<file path="src/rtl/ps2_pkg.sv">
// rtl/ps2_pkg.sv - shared decoder states, prefix codes and ignore-byte list
package ps2_pkg;

    typedef enum logic [1:0] {
        IDLE,
        EXT,
        BRK,
        EXT_BRK
    } ps2_state_e;

    localparam logic [7:0] SC_EXT = 8'hE0;
    localparam logic [7:0] SC_BRK = 8'hF0;

    localparam int NUM_IGNORE = 6;
    localparam logic [NUM_IGNORE-1:0][7:0] SC_IGNORE = {
        8'h00, 8'hAA, 8'hEE, 8'hFA, 8'hFE, 8'hFF
    };

    localparam int NUM_SLOTS = 4;

    // Keyboard status/ack bytes that never take part in a key sequence.
    function automatic logic is_ignored(input logic [7:0] b);
        logic hit;
        hit = 1'b0;
        for (int i = 0; i < NUM_IGNORE; i++) begin
            if (b == SC_IGNORE[i]) hit = 1'b1;
        end
        return hit;
    endfunction

endpackage

</file>
<file path="src/rtl/key_slot_table.sv">
// rtl/key_slot_table.sv - four-slot pressed-key table with sticky overflow
module key_slot_table
    import ps2_pkg::*;
(
    input  logic        clk,
    input  logic        reset,
    input  logic        insert,
    input  logic        remove,
    input  logic [7:0]  code,
    output logic [31:0] slots,
    output logic [2:0]  count,
    output logic        overflow
);

    logic [NUM_SLOTS-1:0][7:0] table_q;
    logic [NUM_SLOTS-1:0][7:0] table_d;
    logic [NUM_SLOTS-1:0]      hit;
    logic [NUM_SLOTS-1:0]      empty;
    logic [1:0]                free_idx;
    logic                      free_found;
    logic                      overflow_d;

    function automatic logic [2:0] count_used(input logic [NUM_SLOTS-1:0][7:0] t);
        logic [2:0] n;
        n = 3'd0;
        for (int i = 0; i < NUM_SLOTS; i++) begin
            if (t[i] != 8'h00) n = n + 3'd1;
        end
        return n;
    endfunction

    always_comb begin
        hit        = '0;
        empty      = '0;
        free_idx   = 2'd0;
        free_found = 1'b0;
        for (int i = 0; i < NUM_SLOTS; i++) begin
            hit[i]   = (table_q[i] == code);
            empty[i] = (table_q[i] == 8'h00);
        end
        // Descending scan so the lowest empty index wins.
        for (int i = NUM_SLOTS - 1; i >= 0; i--) begin
            if (empty[i]) begin
                free_idx   = 2'(i);
                free_found = 1'b1;
            end
        end
    end

    always_comb begin
        table_d    = table_q;
        overflow_d = overflow;
        if (insert && (hit == '0)) begin
            if (free_found) begin
                table_d[free_idx] = code;
            end else begin
                overflow_d = 1'b1;
            end
        end else if (remove && (hit != '0)) begin
            for (int i = 0; i < NUM_SLOTS; i++) begin
                if (hit[i]) table_d[i] = 8'h00;
            end
            overflow_d = 1'b0;
        end
    end

    always_ff @(posedge clk) begin
        if (reset) begin
            table_q  <= '0;
            count    <= 3'd0;
            overflow <= 1'b0;
        end else begin
            table_q  <= table_d;
            count    <= count_used(table_d);
            overflow <= overflow_d;
        end
    end

    assign slots = table_q;

endmodule

</file>
<file path="src/rtl/ps2_key_tracker.sv">
// rtl/ps2_key_tracker.sv - PS/2 set-2 make/break decoder feeding a four-key rollover table
module ps2_key_tracker
    import ps2_pkg::*;
#(
    parameter int TIMEOUT_CYCLES = 50000
) (
    input  logic        Clk,
    input  logic        Reset,
    input  logic        byte_valid,
    input  logic [7:0]  byte_in,
    output logic [31:0] PS2keycode,
    output logic [2:0]  key_count,
    output logic        overflow
);

    localparam int TW = $clog2(TIMEOUT_CYCLES + 1);
    localparam logic [TW-1:0] TMO_LAST = TW'(TIMEOUT_CYCLES - 1);

    ps2_state_e    state;
    logic [TW-1:0] tmo_cnt;
    logic          accept;
    logic          is_prefix;
    logic          do_insert;
    logic          do_remove;

    assign accept    = byte_valid && !is_ignored(byte_in);
    assign is_prefix = (byte_in == SC_EXT) || (byte_in == SC_BRK);

    // Table strobes act on the same edge that samples the byte.
    always_comb begin
        do_insert = 1'b0;
        do_remove = 1'b0;
        if (accept && !is_prefix) begin
            if (state == IDLE || state == EXT) do_insert = 1'b1;
            else                               do_remove = 1'b1;
        end
    end

    always_ff @(posedge Clk) begin
        if (Reset) begin
            state   <= IDLE;
            tmo_cnt <= '0;
        end else if (byte_valid) begin
            tmo_cnt <= '0;
            if (accept) begin
                case (state)
                    IDLE: begin
                        if (byte_in == SC_EXT)      state <= EXT;
                        else if (byte_in == SC_BRK) state <= BRK;
                        else                        state <= IDLE;
                    end
                    EXT: begin
                        if (byte_in == SC_BRK) state <= EXT_BRK;
                        else                   state <= IDLE;
                    end
                    default: state <= IDLE;
                endcase
            end
        end else if (state != IDLE) begin
            // Abandon a stalled prefix; the >= keeps the counter from ever wrapping.
            if (tmo_cnt >= TMO_LAST) begin
                state   <= IDLE;
                tmo_cnt <= '0;
            end else begin
                tmo_cnt <= tmo_cnt + 1'b1;
            end
        end else begin
            tmo_cnt <= '0;
        end
    end

    key_slot_table u_table (
        .clk      (Clk),
        .reset    (Reset),
        .insert   (do_insert),
        .remove   (do_remove),
        .code     (byte_in),
        .slots    (PS2keycode),
        .count    (key_count),
        .overflow (overflow)
    );

endmodule

</file>
<file path="config.mk">
export PLATFORM = sky130hd
export DESIGN_NAME = ps2_key_tracker
export DESIGN_NICKNAME = d
export VERILOG_FILES = /design/src/rtl/ps2_pkg.sv /design/src/rtl/key_slot_table.sv /design/src/rtl/ps2_key_tracker.sv
export SDC_FILE = /design/constraint.sdc
export NUM_CORES = 1
export LEC_CHECK = 0
export BUFFER_PORTS_ARGS = -buffer_cell sky130_fd_sc_hd__buf_2
export CAP_MARGIN = 15
export CORE_MARGIN = 3
export CORE_UTILIZATION = 40
export DETAILED_ROUTE_END_ITERATION = 10
export PLACE_DENSITY = 0.71
export SLEW_MARGIN = 20
export SYNTH_ARGS = -nofsm -noshare
export SYNTH_HDL_FRONTEND = slang
export SYNTH_SLANG_ARGS = --single-unit
</file>
<file path="constraint.sdc">
create_clock -name Clk -period 9.6 [get_ports Clk]
set_input_delay 0.96 -clock Clk [delete_from_list [all_inputs] [get_ports Clk]]
set_output_delay 0.96 -clock Clk [all_outputs]
set_load 0.005 [all_outputs]
</file>
# Word level (Yosys, flattened, before mapping)
# Index checks and enable logic that the tools add are counted.
# word_totals
ff_bits	54
in_bits	11
out_inout_bits	36
wordCells	104
# classes
add_sub_neg	4
n_lt_le_gt_ge	3
eq_ne	14
n_mux	46
bitwise_logic	1
reduce_logical	28
# ops
op	n
2-to-1 mux 32 bit	3
== test 8 bit (second input constant)	7
logical NOT 8 bit	5
2-to-1 mux 8 bit	5
bitwise mux 32 bit	1
== test 8 bit	4
nonzero test 8 bit	4
2-to-1 mux 2 bit	11
2-to-1 mux 1 bit	18
2-to-1 mux 3 bit	6
adder 16 x 1 -> 16 bit (second input constant)	1
demux 8 bit (select 2 bit)	1
>= comparator 16 bit (second input constant)	1
adder 3 x 1 -> 3 bit (second input constant)	3
nonzero test 2 bit	4
logical AND 1 bit	5
logical NOT 4 bit	1
case mux 2 bit (2 select lines)	1
nonzero test 4 bit	1
OR reduction 4 bit	1
less-than comparator 2 x 3 -> 1 bit (second input constant)	1
AND reduction 3 bit	1
== test 2 x 1 -> 1 bit (second input constant)	1
>= comparator 2 x 1 -> 1 bit (second input constant)	1
other kinds (7)	9

# Longest topological paths before layout
# Gate-level depths: netlist of run 1.
# logic_depth
depth_word	25
ltp_mapped	17
ltp_nobuf	14

# Cells and area by module
# A second synthesis of run 1 with hierarchy kept.
# unflattened
hier_cells	333
area_unflattened_um2	2946.6
# modules_own_cells
mod	n_inst	cells_each	area_per_inst_um2	seq_area_each_um2
key_slot_table	1	225	2011.9	720.7
ps2_key_tracker	1	108	934.6	360.3

# Worst setup path after synthesis of run 1
# OpenSTA, ideal clock, no wires.
# synth_timing
kind	input to register
from	in byte_in[4]
to	reg u_table.count[1]
arrival_time_ps	3739
required_time_ps	9484
slack_ps	5746
stages	14
cell_sequence	buf_2 buf_4 o211ai_1 a31oi_1 or3_1 buf_2 nor4b_4 a21o_1 inv_2 ha_1 xor2_1 ha_1 nor3b_1 a31o_1
# synth_via
elab_chain_len	25
# synth_rtl
item	line_no	text
start, declared	ps2_key_tracker.sv:10	input logic [7:0] byte_in,
== test 8 bit	ps2_pkg.sv:26	if (b == SC_IGNORE[i]) hit = 1'b1;
2-to-1 mux 1 bit (6 in series)	ps2_pkg.sv:26	
logical NOT 1 bit	ps2_key_tracker.sv:26	assign accept = byte_valid && !is_ignored(byte_in);
logical AND 1 bit	ps2_key_tracker.sv:26	
logical AND 1 bit	ps2_key_tracker.sv:33	if (accept && !is_prefix) begin
2-to-1 mux 1 bit	ps2_key_tracker.sv:33	
logical AND 1 bit	key_slot_table.sv:59	end else if (remove && (hit != '0)) begin
2-to-1 mux 32 bit	key_slot_table.sv:59	
[4 not listed]	-	
adder 3 x 1 -> 3 bit	key_slot_table.sv:27	if (t[i] != 8'h00) n = n + 3'd1;
2-to-1 mux 3 bit	key_slot_table.sv:27	
2-to-1 mux 3 bit	key_slot_table.sv:68	if (reset) begin
adder 3 x 1 -> 3 bit	key_slot_table.sv:27	
2-to-1 mux 3 bit	key_slot_table.sv:27	
2-to-1 mux 3 bit	key_slot_table.sv:68	
adder 3 x 1 -> 3 bit	key_slot_table.sv:27	
2-to-1 mux 3 bit (*)	key_slot_table.sv:27	
end signal, assigned	key_slot_table.sv:74	count <= count_used(table_d);
end, declared	key_slot_table.sv:11	output logic [2:0] count,
# Every way passes the cells marked *; elsewhere a longest branch is shown, timed or not. The select of a mux whose other input is x is not followed.
# A chain may end at the register's enable or synchronous reset.

# Worst setup path after layout of run 1
# Same ends and word-level chain as after synthesis.

==> out/qor.yml, run 1 <==
timing:
  hold_viol: 0
  setup_viol_count_final: 0
  rsz0062_at_grt: "no"
  skew_ns: 0.0131
  drv_slew: 0
  max_slew_margin_pct: 53.7
  fin_tns_setup_ns: 0
  fmax_ghz: 0.255
  fin_crit_ns: 3.92
  period_share_pct: 40.8
  tightestPinTransition_ns: 0.691
finish:
  antenna_cells: 0
  n_fill_cell: 641
  drive_gt1_share_pct: 17.3
  layout.nets: 384
  utilization_pct: 48.1
  area_delta_synth_final_pct: 12.9
critical_path:
  critPathLaunchType: "input pin"
  crit_start: "byte_in[4]"
  path_class: "in -> reg"
  r2r_start: "u_table.slots[4]$_SDFF_PP0_"
  arrival_ns: 4.12
  crit_fanout: 15
  cp.required_ns: 9.80
  rr_worst_depth: 12
  end_kind: "register"
place:
  portBuffers: 46
  place_congestion: 0.816
  dpl.hpwl_um: 4800
drt:
  drc: 0
  final_antenna_net_count: 0
  via_per_inst: 5.32
  wirelength_um: 6700
  wl_per_cell_um: 14.5
  drt_iter0_markers: 103
  via_count: 2465
  drtPass1Iterations: 4
logic_synthesis:
  yosysSeqAreaShare_pct: 38.6
  synth_commonest_cells: "54 x dfxtp_1, 54 x nor2_1, 41 x xnor2_1"
  yosysWarnings: 0
  synthTopCellsByArea: "dfxtp_1 39%, xnor2_1 13%, nor2_1 7.2%"
  synthDominantCellAreaShare_pct: 38.6
  ys_ff_latch: 54
  syn_area_per_cell_um2: 8.48
  synth-async-reset-ratio_pct: 0
  syn_area_um2: 2800
  synth_edf_count: 0
  synthFlopType: "dfxtp_1"
  synth_cell_types: 46
  postSynthCellCount: 330
  yosys.area.top_type: "dfxtp_1"
  syn_nets: 345
clocking:
  root_buffer: "clkbuf_8"
  clk_latency_ns: 0.31
  cts-resized-gates: 0
  post_cts_buffers: 0
  numCtsBuffers: 5
  clk_pin_slew_ns: 0.10
  cts_htree_levels: 2
  cts_buffer_depth: 2
  cts_tree: "done"
  ctsHoldBuffers: 0
  cts.sinks: 54
power:
  power_density_nw_per_um2: 265
  ir_drop_mv: 0.154
  total_power_uw: 837
  p_leak_uw: 0.00120
global_route:
  track_usage_pct: 18.2
  grt_start_max_net_pins: 26
  antenna_found_initial: 0
  gr-total-overflow: 0
  grt_pass1_vias: 2422
  grt_pass1_wl_um: 11600
floorplanning:
  coreArea_um2: 6570
  die_y_um: 89.6
  die_x_um: 89.6
  rows: 29
  die_area_um2: 8030
  num_io_pins: 47
  start_util_pct: 42.6
worst_hold_path:
  hp-class: "reg -> reg"
  hold_depth: 1
  min_from: "tmo_cnt[0]$_SDFF_PP0_"
status:
  status: "completed"
flow_run:
  max_cap_violations: 0
layout by cell type, fill, tap and decap left out, types with 2 or more instances in the layout:
cell type,n
nand3_1,11
ha_1,4
buf_2,46
nor2_1,54
a21o_1,2
clkbuf_8,5
and3_1,9
o211ai_1,4
and2_1,2
dfxtp_1,54
nand2_1,26
a21oi_1,27
nand4_1,10
nor4_4,2
o21ai_0,3
nor2b_1,2
xnor2_1,41
a22oi_1,9
nor4_1,8
inv_1,6
a31o_2,2
nor3_1,3
a31oi_1,5
xor2_1,5
or4_1,6
nand2b_1,2
path summary, 6_finish.rpt:
kind	end	slack (ns)
max	u_table.count[1]$_SDFF_PP0_	5.68
min reg2reg	tmo_cnt[0]$_SDFF_PP0_	0.45
max reg2reg	u_table.count[1]$_SDFF_PP0_	6.26
min	tmo_cnt[0]$_SDFF_PP0_	0.45
state kept, by name, summed over array words and instances, names as in the netlist:
| name | flops |
|---|---|
| state | 2 |
| tmo_cnt | 16 |
| u_table.count | 3 |
| u_table.overflow | 1 |
| u_table.slots | 32 |
cells by family (layout without fill, tap and decap cells):
| logic type | after synthesis | after routing | share of synthesized area [%] |
|---|---|---|---|
| AOI/OAI and AO/OA | 58 | 58 | 12.8 |
| xor gates and xnor gates | 46 | 46 | 14.4 |
| adders and majority gates | 4 | 4 | 1.79 |
| buffers and inverters | 22 | 62 | 4.65 |
| DFF | 54 | 54 | 38.6 |
| muxes | 2 | 2 | 0.760 |
| and+or+nand+nor | 144 | 144 | 27.0 |
worst max-delay path, stage by stage:
cell and delay (ns):
buf_2 0.29, xnor2_1 0.13, nand4_1 0.10, nor2_1 0.07, or4_4 0.61, nor4b_4 0.54
a21o_1 0.17, inv_2 0.03, ha_1 0.30, xor2_1 0.27, ha_1 0.28, nor3b_1 0.14
a31o_1 0.21
power by group:
part / internal, uW / total, uW / switching, uW
registers: 260 / 295 / 35.8
clock network: 77.9 / 153 / 75.1
logic: 176 / 389 / 213
per-stage QoR:
stage	cell area [um^2]	hold WS (ns)	setup WS [ns]	cells
6_report	3160	0.446	5.68	463
3_5_place_dp	3050	0.432	5.42	455
2_1_floorplan	2800	0.413	5.75	330
5_1_grt	3160	0.478	5.50	463
3_3_place_gp	3040	0.429	5.52	454
4_1_cts	3160	0.447	5.68	463
metal layers:
layer  vias to the layer above  wire length [um]  global-route usage (%)
li1                       1236                 -                       -
met1                      1164              3130                    23.9
met2                        55              3160                    29.5
met3                        10               306                    4.01
met4                         0               111                    6.09
met5                         -                 0                       0
layout make-up:
class	count	area (um^2)	area share, %
multi-input cells	254	1590	50.2
well taps	93	116	3.68
clock buffers	6	72.6	2.30
inverters	7	26.3	0.832
flip-flops and latches	54	1080	34.2
repair buffers	47	238	7.53
clock inverters	2	37.5	1.19
Note: power is estimated with default switching activity, not from simulation.
==> inputs of run 2 (changes only) <==
clock period = 3.7 ns   (was 9.6 ns; I/O delays follow)
==> out/qor.yml, run 2 (synthesized netlist as in run 1, its figures left out) <==
timing:
  setup_viol_count_final: 0  # unchanged
  hold_viol: 0  # unchanged
  fmax_ghz: 0.326
  period_share_pct: 82.9
  fin_tns_setup_ns: 0  # unchanged
  tightestPinTransition_ns: 0.737  # +0.0456 ns
  skew_ns: 0.0122  # -0.000968 ns
  drv_slew: 0  # unchanged
  max_slew_margin_pct: 50.7  # -3.1 points
  rsz0062_at_grt: "no"
  fin_crit_ns: 3.07
drt:
  drtPass1Iterations: 4  # unchanged
  via_count: 2436  # -1.2%
  final_antenna_net_count: 0  # unchanged
  drt_iter0_markers: 99  # -3.9%
  drc: 0  # unchanged
  wl_per_cell_um: 14.2  # -1.7%
  via_per_inst: 5.25  # -1.4%
  wirelength_um: 6600  # -1.5%
critical_path:
  crit_fanout: 6  # -9
  crit_top_cell: "ha_1"
  end_kind: "register"
  critPathLaunchType: "register"
  cp_cell_sequence: "xnor2_1 -> nand4_1 -> nor2_1 -> or4_4 -> nor4b_4 -> a21o_1 -> inv_2 -> ha_1 -> xor2_1 -> ha_1 -> nor3b_1 -> a31o_1"
  critPathMaxStageDelay_ns: 0.61  # about the same
  critPathTopFamily: "simple AND/OR/NAND/NOR gates"
  cp.required_ns: 3.90  # -5.90 ns
  cp_slowest_cell: "or4_4"
  arrival_ns: 3.26  # -0.86 ns
  path_class: "reg -> reg"
  path_buf_inv: 1  # -1
  rr_worst_depth: 12  # unchanged
  cp.depth: 12  # -1
status:
  status: "completed"
global_route:
  grt_pass1_wl_um: 11300  # -2.5%
  grt_pass1_vias: 2417  # -0.21%
  grt_start_max_net_pins: 26  # unchanged
  track_usage_pct: 17.7  # -0.46 points
  antenna_found_initial: 0  # unchanged
  gr-total-overflow: 0  # unchanged
finish:
  layout.nets: 385  # +0.26%
  drive_gt1_share_pct: 17.5  # +0.22 points
  antenna_cells: 0  # unchanged
  largest_reg_flops: 32  # unchanged
  layoutNonFillerInstCount: 464  # +0.22%
  area_delta_synth_final_pct: 13.1
  final_cell_mix: "54 x nor2_1, 54 x dfxtp_1, 46 x buf_2"
place:
  portBuffers: 46  # unchanged
  place_congestion: 0.805  # -1.4%
  dp_cells: 456  # +0.22%
  dpl.hpwl_um: 4810  # +0.11%
clocking:
  cts.sinks: 54  # unchanged
  cts-resized-gates: 0  # unchanged
  root_buffer: "clkbuf_8"
  ctsHoldBuffers: 0  # unchanged
  numCtsBuffers: 5  # unchanged
  clk_pin_slew_ns: 0.09  # about the same
  clk_latency_ns: 0.31  # about the same
  cts_buffer_depth: 2  # unchanged
  cts_htree_levels: 2  # unchanged
  cts_tree: "done"
  post_cts_buffers: 0  # unchanged
worst_hold_path:
  hold_depth: 3  # +2
  hp-class: "in -> reg"
floorplanning:
  die_y_um: 89.6  # unchanged
  coreArea_um2: 6570  # unchanged
  start_util_pct: 42.6  # unchanged
  rows: 29  # unchanged
  num_io_pins: 47  # unchanged
  die_x_um: 89.6  # unchanged
  die_area_um2: 8030  # unchanged
power:
  total_power_uw: 2170  # +160%
  p_leak_uw: 0.00121  # +0.44%
  power_density_nw_per_um2: 684  # +160%
  ir_drop_mv: 0.344  # +120%
flow_run:
  max_cap_violations: 0  # unchanged
## run 2: cell count changes in the layout (fill, tap and decap cells not counted)
cell | previous run | this run
buf_4 | 1 | 2
## run 2: routing by layer
layer  vias up  wire (um)  track usage (%)
met5         -          0                0
met4         0        100             5.95
met3        11        456             3.28
met2        76       3130             30.1
met1      1118       2920             22.6
li1       1231          -                -
## run 2: final cells by class
type	count	area (um^2)
clock buffer	6	72.6
clock inverter	2	37.5
fill	633	3400
inverter	7	26.3
multi-input combinational	254	1590
sequential	54	1080
tap	93	116
timing repair buffer	48	245
## run 2: worst register-to-register path, delay by kind of cell (launching register included)
kind | cells | cell delay, ns
compound gates | 2 | 0.35
buf+inv | 1 | 0.03
simple gates | 5 | 1.28
flops | 1 | 0.40
xor+xnor | 2 | 0.35
fa+ha+maj | 2 | 0.56
## run 2: power by group
group	internal [uW]	total (uW)	switching, uW
clock	202	391	189
combinational	461	1010	548
sequential	674	767	93.4
total	1340	2170	830
## run 2: path summary, 6_finish.rpt
kind,start,endpoint,slack [ns]
max reg2reg,u_table.slots[14]$_SDFF_PP0_,u_table.count[1]$_SDFF_PP0_,0.63
min,byte_in[0],u_table.slots[24]$_SDFF_PP0_,0.45
max,u_table.slots[14]$_SDFF_PP0_,u_table.count[1]$_SDFF_PP0_,0.63
min reg2reg,tmo_cnt[0]$_SDFF_PP0_,tmo_cnt[0]$_SDFF_PP0_,0.46
## run 2: metrics by stage
stage | hold slack [ns] | setup WS, ns | utilization (%) | area (um^2)
2_1_floorplan | 0.413 | 0.436 | - | 2800
6_report | 0.450 | 0.634 | 48.2 | 3170
5_1_grt | 0.457 | 0.487 | 48.2 | 3170
3_3_place_gp | 0.425 | 0.445 | 46.4 | 3050
4_1_cts | 0.435 | 0.626 | 48.2 | 3170
3_5_place_dp | 0.449 | 0.343 | 46.5 | 3060
